File: config.mk
export PLATFORM = sky130hd
export DESIGN_NAME = call_stack_rp
export DESIGN_NICKNAME = d
export VERILOG_FILES = /design/src/rtl/call_stack_rp.sv
export SDC_FILE = /design/constraint.sdc
export NUM_CORES = 1
export LEC_CHECK = 0
export ABC_AREA = 1
export ABC_CLOCK_PERIOD_IN_PS = 7400
export BUFFER_PORTS_ARGS = -buffer_cell sky130_fd_sc_hd__buf_2
export CAP_MARGIN = 15
export CORE_MARGIN = 5
export CORE_UTILIZATION = 55
export CTS_CLUSTER_SIZE = 12
export DETAILED_ROUTE_END_ITERATION = 10
export HOLD_SLACK_MARGIN = 0.1
export PLACE_DENSITY_LB_ADDON = 0.05
export SYNTH_ARGS = -nofsm -noshare
export SYNTH_HDL_FRONTEND = slang
export SYNTH_SLANG_ARGS = --single-unit
File: constraint.sdc
create_clock -name clk -period 7.4 [get_ports clk]
set_input_delay 1.11 -clock clk [delete_from_list [all_inputs] [get_ports clk]]
set_output_delay 1.11 -clock clk [all_outputs]
set_load 0.03 [all_outputs]
File: src/rtl/call_stack_rp.sv
// call_stack_rp: parametrised return-address stack for the PC source mux.
// Circular storage with configurable full policy, sticky error flags and a
// one-level pointer/count checkpoint for undoing speculative call/return.
// Optional: define CALL_STACK_RP_WATERMARK_EN to add the max_depth output.
module call_stack_rp #(
    parameter int unsigned ADDR_WIDTH = 12,
    parameter int unsigned DEPTH      = 8,
    parameter int unsigned WRAP_MODE  = 0
) (
    input  logic                         clk,
    input  logic                         rst,
    input  logic                         push,
    input  logic                         pop,
    input  logic [ADDR_WIDTH-1:0]        push_addr,
    input  logic                         checkpoint,
    input  logic                         restore,
    input  logic                         err_clr,
    output logic [ADDR_WIDTH-1:0]        top_addr,
    output logic [$clog2(DEPTH+1)-1:0]   count,
    output logic                         full,
    output logic                         empty,
    output logic                         overflow,
    output logic                         underflow
`ifdef CALL_STACK_RP_WATERMARK_EN
    ,
    output logic [$clog2(DEPTH+1)-1:0]   max_depth
`endif
);

    localparam int unsigned PW = $clog2(DEPTH);
    localparam int unsigned CW = $clog2(DEPTH + 1);

    logic [ADDR_WIDTH-1:0] mem [DEPTH];

    logic [PW-1:0] wr_ptr_q, wr_ptr_d;
    logic [CW-1:0] count_q, count_d;
    logic [PW-1:0] snap_ptr_q, snap_ptr_d;
    logic [CW-1:0] snap_cnt_q, snap_cnt_d;
    logic          overflow_q, overflow_d;
    logic          underflow_q, underflow_d;
    logic          ovf_set, unf_set;
    logic          mem_we;
    logic [PW-1:0] mem_waddr;
    logic [PW-1:0] top_ptr;
    logic          is_full, is_empty;

    assign top_ptr  = wr_ptr_q - PW'(1);
    assign is_full  = (count_q == CW'(DEPTH));
    assign is_empty = (count_q == '0);

    // Next pointer/count, storage write and error events; restore beats push/pop
    always_comb begin
        wr_ptr_d  = wr_ptr_q;
        count_d   = count_q;
        mem_we    = 1'b0;
        mem_waddr = wr_ptr_q;
        ovf_set   = 1'b0;
        unf_set   = 1'b0;
        if (restore) begin
            wr_ptr_d = snap_ptr_q;
            count_d  = snap_cnt_q;
        end else if (push && pop && !is_empty) begin
            // Return immediately followed by call: replace top in place
            mem_we    = 1'b1;
            mem_waddr = top_ptr;
        end else if (push) begin
            if (!is_full) begin
                mem_we   = 1'b1;
                wr_ptr_d = wr_ptr_q + PW'(1);
                count_d  = count_q + CW'(1);
            end else begin
                ovf_set = 1'b1;
                if (WRAP_MODE != 0) begin
                    mem_we   = 1'b1;
                    wr_ptr_d = wr_ptr_q + PW'(1);
                end
            end
        end else if (pop) begin
            if (!is_empty) begin
                wr_ptr_d = wr_ptr_q - PW'(1);
                count_d  = count_q - CW'(1);
            end else begin
                unf_set = 1'b1;
            end
        end
    end

    // Snapshot captures the post-update state; flags clear unless a new error arrives
    always_comb begin
        snap_ptr_d  = snap_ptr_q;
        snap_cnt_d  = snap_cnt_q;
        if (checkpoint && !restore) begin
            snap_ptr_d = wr_ptr_d;
            snap_cnt_d = count_d;
        end
        overflow_d  = err_clr ? ovf_set : (overflow_q | ovf_set);
        underflow_d = err_clr ? unf_set : (underflow_q | unf_set);
    end

    // Control state with asynchronous active-low reset
    always_ff @(posedge clk or negedge rst) begin
        if (!rst) begin
            wr_ptr_q    <= '0;
            count_q     <= '0;
            snap_ptr_q  <= '0;
            snap_cnt_q  <= '0;
            overflow_q  <= 1'b0;
            underflow_q <= 1'b0;
        end else begin
            wr_ptr_q    <= wr_ptr_d;
            count_q     <= count_d;
            snap_ptr_q  <= snap_ptr_d;
            snap_cnt_q  <= snap_cnt_d;
            overflow_q  <= overflow_d;
            underflow_q <= underflow_d;
        end
    end

    // Storage array; contents deliberately left unreset
    always_ff @(posedge clk) begin
        if (mem_we) begin
            mem[mem_waddr] <= push_addr;
        end
    end

    assign top_addr  = is_empty ? '0 : mem[top_ptr];
    assign count     = count_q;
    assign full      = is_full;
    assign empty     = is_empty;
    assign overflow  = overflow_q;
    assign underflow = underflow_q;

`ifdef CALL_STACK_RP_WATERMARK_EN
    logic [CW-1:0] max_q, max_d;

    // High-water mark of count; err_clr rebases it to the current depth
    always_comb begin
        if (err_clr) begin
            max_d = count_d;
        end else begin
            max_d = (count_d > max_q) ? count_d : max_q;
        end
    end

    // Watermark register
    always_ff @(posedge clk or negedge rst) begin
        if (!rst) begin
            max_q <= '0;
        end else begin
            max_q <= max_d;
        end
    end

    assign max_depth = max_q;
`endif

endmodule

==> results of run 1 <==
==> power groups by stage <==
stage	sequential [mW]	clock [mW]	combinational [mW]
3_5_place_dp	0.825	0	1.13
2_1_floorplan	0.842	0	0.800
6_report	0.811	0.344	1.12
5_1_grt	0.819	0.378	1.24
4_1_cts	0.811	0.350	1.13
3_3_place_gp	0.824	0	1.11
==> how the worst max path moves through the flow <==
stage	depth (start not counted)	slack, ns	endpoint	start
2_1_floorplan	9	4.19	top_addr[10]	wr_ptr_q[0]
3_3_place_gp	8	3.29	top_addr[0]	wr_ptr_q[0]
3_5_place_dp	8	3.16	top_addr[4]	wr_ptr_q[0]
4_1_cts	8	2.76	top_addr[4]	wr_ptr_q[0]
5_1_grt	8	2.44	top_addr[7]	wr_ptr_q[0]
6_report	8	2.76	top_addr[6]	wr_ptr_q[0]
==> worst max-delay path, delay by kind of cell, from the launching register on <==
family / cells / cell delay (ns)
buf+inv: 3 / 1.50
flops: 1 / 0.40
fa+ha+maj: 1 / 0.61
compound gates: 3 / 0.46
simple gates: 1 / 0.15
==> layout make-up <==
cell class / instances / area [µm²] / share of cell area, %
sequential: 112 / 3280 / 61.8
multi-input combinational: 283 / 1360 / 25.7
timing repair buffer: 45 / 243 / 4.57
tap: 108 / 135 / 2.54
clock buffer: 9 / 124 / 2.33
inverter: 27 / 104 / 1.95
clock inverter: 6 / 61.3 / 1.15
==> flip-flops by register name, summed over array words and instances, names as in the netlist <==
name / cells
mem: 96
count: 4
snap_cnt_q: 4
snap_ptr_q: 3
wr_ptr_q: 3
overflow: 1
underflow: 1
==> synthesized netlist by cell type, drive strengths merged (2+ instances only) <==
| library cell | count |
|---|---|
| a21oi | 3 |
| buf | 6 |
| clkbuf | 13 |
| dfrtp | 16 |
| edfxtp | 96 |
| ha | 4 |
| inv | 26 |
| nand2 | 67 |
| nand3 | 17 |
| nand4 | 2 |
| nor2 | 92 |
| o21ai | 68 |
| o22ai | 24 |
| xnor2 | 2 |
==> per-stage QoR <==
step	hold slack [ns]	area, µm²	cells	worst slack (ns)
finish	0.487	5310	590	2.76
global route	0.508	5310	590	2.44
CTS	0.488	5310	590	2.76
detailed placement	0.464	5130	575	3.16
global placement	0.456	5130	575	3.29
floorplan	0.449	4840	441	4.19
==> routing by layer <==
metal | vias up | GRT usage, % | wire length (µm)
met5 | - | 0 | 0
met4 | 0 | 5.74 | 119
met3 | 9 | 3.92 | 458
met2 | 77 | 32.5 | 5030
met1 | 1629 | 26.3 | 4690
li1 | 1606 | - | -
==> cell families after synthesis <==
logic type / Yosys count
AOI/OAI and AO/OA: 96
xor gates and xnor gates: 3
adders and majority gates: 4
and+or+nand+nor: 180
DFF: 112
buffers and inverters: 46
==> placed cells by master, fill, tap and decap left out, types with 2 or more instances in the layout <==
cell,instances
a21oi_1,3
buf_2,38
buf_4,7
clkbuf_8,9
dfrtp_1,16
edfxtp_1,96
ha_1,4
inv_1,23
inv_2,2
inv_6,2
nand2_1,62
nand2_2,2
nand2_4,3
nand3_1,16
nand4_1,2
nor2_1,90
o21ai_0,64
o21ai_1,2
o21ai_2,2
o22ai_1,24
==> results_dict.tcl, run 1 <==
set metrics [dict create \
    synth_top_area_share_pct 59.6 \
    yosys_warnings 0 \
    fin_crit_ns 4.64 \
    die_y_um 104 \
    synth_compound_area_share_pct 10.8 \
    clk_latency_ns 0.37 \
    maxSlewViolCount 0 \
    power_leakage_nw 2.07 \
    netlist_area_um2 4840 \
    grt-ovfl-total 0 \
    p_comb_share_pct 49.3 \
    crit_slowest_cell "inv_1" \
    first_global_vias 3205 \
    r2r_slack_ns 3.34 \
    async_flop_share_pct 14.3 \
    root_buffer "clkbuf_8" \
    yosys.area_share.simple_pct 15.5 \
    period_share_pct 62.6 \
    crit_top_cell "o21ai_0" \
    r2r_end "mem[0][0]" \
    num-nets-final 501 \
    setup_viol 0 \
    cp.required_ns 6.29 \
    min_from "snap_ptr_q[0]" \
    ys_types 31 \
    rows 34 \
    cp-end-kind "output port" \
    seq_area_frac_synth_pct 67.9 \
    yosys.area_share.xor_xnor_pct 0.853 \
    swShare_pct 46.6 \
    clockPowerShare_pct 15.1 \
    viasPerCell 5.63 \
    post_cts_buffers 0 \
    drtIter0Drc 147 \
    synth_top_family_by_area "simple AND/OR/NAND/NOR gates" \
    grt_max_degree 52 \
    synth_edf_count 96 \
    start_util_pct 56.0 \
    rsz0062_at_grt "false" \
    hpwl_um 6570 \
    cts_tree "yes" \
    fmaxAchievable_mhz 216 \
    crit_fanout 51 \
    area_delta_synth_final_pct 9.83 \
    power_mw 2.28 \
    dr.pass1.iters 4 \
    power.internal_mw 1.22 \
    hold_viol_final 0 \
    routedWlPerCell_um 17.5 \
    skew_ns 0.0194 \
    worst_pin_slew_ns 1.11 \
    fin_tns_setup_ns 0 \
    synth-adder-area-share_pct 1.03 \
    grt_antenna_before_repair 0 \
    syn_nets 464 \
    die_area_um2 10800 \
    slew_headroom_pct 26.1 \
    ant_nets 0 \
    min_to "wr_ptr_q[0]" \
    htreeDepth 3 \
    synthMuxAreaShare_pct 0 \
    postLayoutCoreUtil_pct 61.5 \
    numCtsBuffers 9 \
    peakVddDrop_uv 408 \
    crit_path_start_kind "register" \
    cts.path.max_buffers 2 \
    gp_congestion 0.863 \
    outcome "finished, final reports clean" \
    synth_cells 441 \
    criticalPathCategory "register to output port" \
    core_area_um2 8640 \
    synth_top_cell_by_area "edfxtp_1" \
    max-cap-violations 0 \
    totalWireLength_um 10300 \
    crit_path_cell_trace "inv_2, ha_1, inv_1, o21ai_0, o22ai_1, o21ai_0, nor2_1, buf_2" \
    p_sw_mw 1.06 \
    drc_errors 0 \
    netlist_top_cells_area "edfxtp_1 60%, dfrtp_1 8.3%, nor2_1 7.0%" \
    hold_class "register to register" \
    io_buffers 38 \
    crit_arrival_ns 3.53 \
    power_density_nw_per_um2 429 \
    avgSynthCellArea_um2 11.0 \
    seq_power_share_pct 35.6 \
    ys_ff_latch 112 \
    fillers 742 \
    hold_depth 2 \
    chipWidth_um 104 \
    grt_pass1_wl_um 16700 \
    clock-sinks 112 \
    regToRegStartpoint "wr_ptr_q[0]" \
    io_pins 39 \
    drive_gt1_share_pct 16.0 \
    diodes 0 \
    vias 3321 \
    cts_resized 0 \
    ys.flop_type "edfxtp_1" \
    grt_use_total_pct 19.6 \
    reg2reg_depth 8 \
    ctsHoldBuffers 0 \
    cp_slowest_stage_delay_ns 0.71 \
    path_clk_slew_ns 0.10 \
]
(Power assumes the default switching activity.)
==> run 2, diff against run 1 <==
- ABC_CLOCK_PERIOD_IN_PS: 7400 -> 4350
- clock period: 7.4 -> 4.35 ns (I/O delays scaled with it)
==> results_dict.tcl, run 2 (synthesis results as in run 1) <==
set metrics [dict create \
    die_area_um2 10800 \
    dr.pass1.iters 5 \
    seq_power_share_pct 35.3 \
    r2r_slack_ns 1.55 \
    cp-end-kind "output port" \
    fin_tns_setup_ns 0 \
    cp.required_ns 3.70 \
    dp.cells 580 \
    cp_slowest_stage_delay_ns 0.63 \
    first_global_vias 3247 \
    top_register "mem" \
    postLayoutCoreUtil_pct 62.0 \
    criticalPathCategory "register to output port" \
    diodes 0 \
    hpwl_um 6600 \
    setup_viol 0 \
    largest_reg_flops 96 \
    rows 34 \
    grt_pass1_wl_um 16800 \
    swShare_pct 46.4 \
    layout_common_cells "96 x edfxtp_1, 90 x nor2_1, 64 x o21ai_0, 62 x nand2_1, 38 x buf_2" \
    die_y_um 104 \
    max-cap-violations 0 \
    crit_arrival_ns 2.56 \
    peakVddDrop_uv 613 \
    path_clk_slew_ns 0.10 \
    slew_headroom_pct 43.3 \
    drtIter0Drc 215 \
    holdWs_ns 0.189 \
    place_area_um2 5170 \
    start_util_pct 56.0 \
    final_area_um2 5350 \
    rsz0062_at_grt "false" \
    grt_antenna_before_repair 0 \
    cts_resized 0 \
    grt-ovfl-total 0 \
    ant_nets 0 \
    vias 3327 \
    grt_use_total_pct 19.5 \
    cts_tree "yes" \
    crit_fanout 26 \
    numCtsBuffers 9 \
    chipWidth_um 104 \
    worst_pin_slew_ns 0.849 \
    crit_slowest_cell "inv_1" \
    power.internal_mw 2.09 \
    htreeDepth 3 \
    io_pins 39 \
    final_common_cell "edfxtp_1" \
    power_density_nw_per_um2 729 \
    cts.path.max_buffers 2 \
    grt_max_degree 51 \
    power_leakage_nw 2.09 \
    routedWlPerCell_um 17.2 \
    post_cts_buffers 0 \
    crit_path_cell_trace "inv_1, ha_1, inv_1, o21ai_0, o22ai_1, o21ai_0, nor2_1, buf_2" \
    fin_crit_ns 3.22 \
    crit_path_start_kind "register" \
    drive_gt1_share_pct 16.6 \
    layoutNonFillerInstCount 596 \
    area_delta_synth_final_pct 10.6 \
    gp_congestion 0.812 \
    clockPowerShare_pct 14.7 \
    period_share_pct 73.9 \
    fillers 706 \
    totalWireLength_um 10300 \
    hold_viol_final 0 \
    viasPerCell 5.58 \
    root_buffer "clkbuf_8" \
    hold_class "input pin to async pin" \
    outcome "finished, final reports clean" \
    skew_ns 0.00680 \
    ctsHoldBuffers 0 \
    io_buffers 38 \
    p_comb_share_pct 50.0 \
    clock-sinks 112 \
    core_area_um2 8640 \
    num-nets-final 506 \
    clk_latency_ns 0.36 \
    maxSlewViolCount 0 \
    fmaxAchievable_mhz 311 \
    p_sw_mw 1.81 \
    drc_errors 0 \
]
## run 2: changes by cell type in the layout (fill, tap and decap cells not counted)
cell,before,now
clkinv_4,1,2
buf_4,7,12
clkinv_1,1,2
clkbuf_1,0,1
inv_6,2,0
## run 2: worst paths after layout
path | start | end | depth (start not counted)
worst min-delay path | rst | overflow | 1
max in group asynchronous | rst | snap_ptr_q[1] | 1
worst max register to register | wr_ptr_q[1] | mem[6][9] | 8
worst min register to register | snap_cnt_q[0] | count[0] | 2
min in group clk | err_clr | overflow | 2
worst max-delay path | wr_ptr_q[1] | top_addr[4] | 8
## run 2: area by class of cell
cell class                      instances  area (µm²)  share of cell area (%)
Inverter                               27         104                    1.94
Clock buffer                           10         128                    2.39
Sequential cell                       112        3280                    61.4
Timing Repair Buffer                   50         280                    5.24
Tap cell                              108         135                    2.53
Clock inverter                          6        56.3                    1.05
Multi-Input combinational cell        283        1360                    25.5
## run 2: critical path: cells and delay by family (launching register included)
family                     cells  cell delay, ns
buffers and inverters          3            0.91
DFF                            1            0.38
adders and majority gates      1            0.28
AOI/OAI and AO/OA              3            0.48
and+or+nand+nor                1            0.14
## run 2: stage by stage
stage / power [mW] / setup slack [ns]
global placement: 3.35 / 1.52
finish: 3.90 / 1.13
CTS: 3.93 / 1.09
detailed placement: 3.35 / 1.50
floorplan: 2.79 / 1.59
global route: 4.18 / 0.859
## run 2: power by group through the flow
stage | combinational [mW] | sequential, mW | clock, mW
after global routing | 2.16 | 1.39 | 0.635
final | 1.95 | 1.38 | 0.574
after detailed placement | 1.95 | 1.40 | 0
after CTS | 1.96 | 1.38 | 0.592
after floorplan | 1.36 | 1.43 | 0
after global placement | 1.95 | 1.40 | 0
## run 2: per-layer routing
| metal | up-vias | global-route usage, % | share of wire [%] |
|---|---|---|---|
| met5 | - | 0 | 0 |
| met4 | 0 | 5.46 | 0.88 |
| met3 | 8 | 3.61 | 6.2 |
| met2 | 124 | 31.4 | 49 |
| met1 | 1581 | 27.4 | 44 |
| li1 | 1614 | - | - |
==> run 3, diff against run 2 <==
- ABC_CLOCK_PERIOD_IN_PS: 4350 -> 2800
- CORE_UTILIZATION: 55 -> 54
- clock period: 4.35 -> 2.8 ns (I/O delays scaled with it)
==> results_dict.tcl, run 3 (synthesis results as in run 1) <==
set metrics [dict create \
    outcome "finished, final reports clean" \
    grt_use_total_pct 19.9 \
    maxSlewViolCount 0 \
    hold_viol_final 0 \
    period_share_pct 91.3 \
    die_area_um2 11000 \
    viasPerCell 5.44 \
    final_area_um2 5430 \
    crit_fanout 13 \
    p_sw_mw 2.84 \
    crit_arrival_ns 2.14 \
    criticalPathCategory "register to output port" \
    layoutNonFillerInstCount 606 \
    grt_max_degree 51 \
    clock-sinks 112 \
    fin_crit_ns 2.56 \
    totalWireLength_um 10400 \
    seq_power_share_pct 34.8 \
    layout_common_cells "96 x edfxtp_1, 90 x nor2_1, 64 x o21ai_0, 62 x nand2_1, 38 x buf_2" \
    worst_pin_slew_ns 0.473 \
    ctsHoldBuffers 1 \
    cts_resized 0 \
    start_util_pct 55.5 \
    core_area_um2 8720 \
    chipWidth_um 105 \
    path_delay_family "buffers and inverters" \
    drive_gt1_share_pct 18.5 \
    drtIter0Drc 157 \
    skew_ns 0.0132 \
    grt_pass1_wl_um 17300 \
    numCtsBuffers 9 \
    p_comb_share_pct 50.6 \
    crit_path_cell_trace "inv_2, ha_1, xnor2_2, inv_1, o21ai_0, nor2_1, buf_2" \
    fmaxAchievable_mhz 391 \
    grt-ovfl-total 0 \
    top_register "mem" \
    io_pins 39 \
    cp_slowest_stage_delay_ns 0.38 \
    power.internal_mw 3.32 \
    rsz0062_at_grt "false" \
    io_buffers 38 \
    htreeDepth 3 \
    crit_slowest_cell "dfrtp_1" \
    postLayoutCoreUtil_pct 62.3 \
    power_density_nw_per_um2 1130 \
    area_delta_synth_final_pct 12.2 \
    fin_tns_setup_ns 0 \
    cts_tree "yes" \
    dr.pass1.iters 4 \
    routedWlPerCell_um 17.2 \
    cts.path.max_buffers 2 \
    diodes 0 \
    gp_congestion 0.811 \
    drc_errors 0 \
    dp.cells 590 \
    max-cap-violations 0 \
    num-nets-final 517 \
    power_mw 6.15 \
    ant_nets 0 \
    die_y_um 105 \
    crit_path_start_kind "register" \
    path_clk_slew_ns 0.11 \
    vias 3297 \
    post_cts_buffers 0 \
    peakVddDrop_uv 1060 \
    place_area_um2 5240 \
    rows 34 \
    crit_buf_inv 3 \
    clk_latency_ns 0.36 \
    hpwl_um 6950 \
    slew_headroom_pct 68.4 \
    grt_antenna_before_repair 0 \
    cp-end-kind "output port" \
    hold_class "input pin to register" \
    swShare_pct 46.1 \
    clockPowerShare_pct 14.7 \
    final_common_cell "edfxtp_1" \
    largest_reg_flops 96 \
    setup_viol 0 \
    first_global_vias 3274 \
    cp.required_ns 2.38 \
    root_buffer "clkbuf_8" \
    power_leakage_nw 2.15 \
]
==> run 3: power by group through the flow <==
stage | clock, mW | sequential, mW | combinational, mW
after global placement | 0 | 2.17 | 3.13
after global routing | 0.991 | 2.16 | 3.50
after detailed placement | 0 | 2.18 | 3.15
after CTS | 0.913 | 2.14 | 3.16
final | 0.903 | 2.14 | 3.11
after floorplan | 0 | 2.22 | 2.11
==> run 3: cell type report <==
class                           count  area [µm²]
Tap cell                          108         135
Timing Repair Buffer               61         365
Clock inverter                      6        53.8
Inverter                           27         104
Sequential cell                   112        3280
Clock buffer                        9         124
Fill cell                         729        3290
Multi-Input combinational cell    283        1360
==> run 3: metal layers <==
| layer | up-vias | GRT usage (%) | share of wire [%] |
|---|---|---|---|
| met5 | - | 0 | 0 |
| met4 | 0 | 5.84 | 0.97 |
| met3 | 11 | 3.08 | 5.0 |
| met2 | 90 | 33.7 | 50 |
| met1 | 1562 | 26.9 | 44 |
| li1 | 1634 | - | - |
==> run 3: final timing paths <==
check	from	to	slack (ns)	cells past startpoint
min in group asynchronous	rst	snap_ptr_q[0]	0.51	2
setup / recovery	wr_ptr_q[0]	top_addr[5]	0.24	7
hold reg to reg	snap_ptr_q[0]	snap_ptr_q[0]	0.50	2
hold / removal	err_clr	overflow	0.25	2
max in group asynchronous	rst	overflow	2.01	2
setup reg to reg	count[0]	mem[6][2]	0.54	9
==> run 3: worst reg2reg max path: cells and delay by family, from the launching register on <==
family | cells | cell delay (ns)
AND/OR/NAND/NOR | 5 | 0.77
adder cells (fa/ha/maj) | 1 | 0.28
buffers and inverters | 2 | 0.31
XOR/XNOR | 1 | 0.20
flip-flops | 1 | 0.42
==> run 3: metrics by stage <==
step | setup slack [ns] | hold WS, ns
after detailed placement | 0.568 | 0.360
final | 0.244 | 0.246
after global placement | 0.644 | 0.352
after global routing | 0.0659 | 0.255
after floorplan | 0.277 | 0.124
after CTS | 0.192 | 0.242
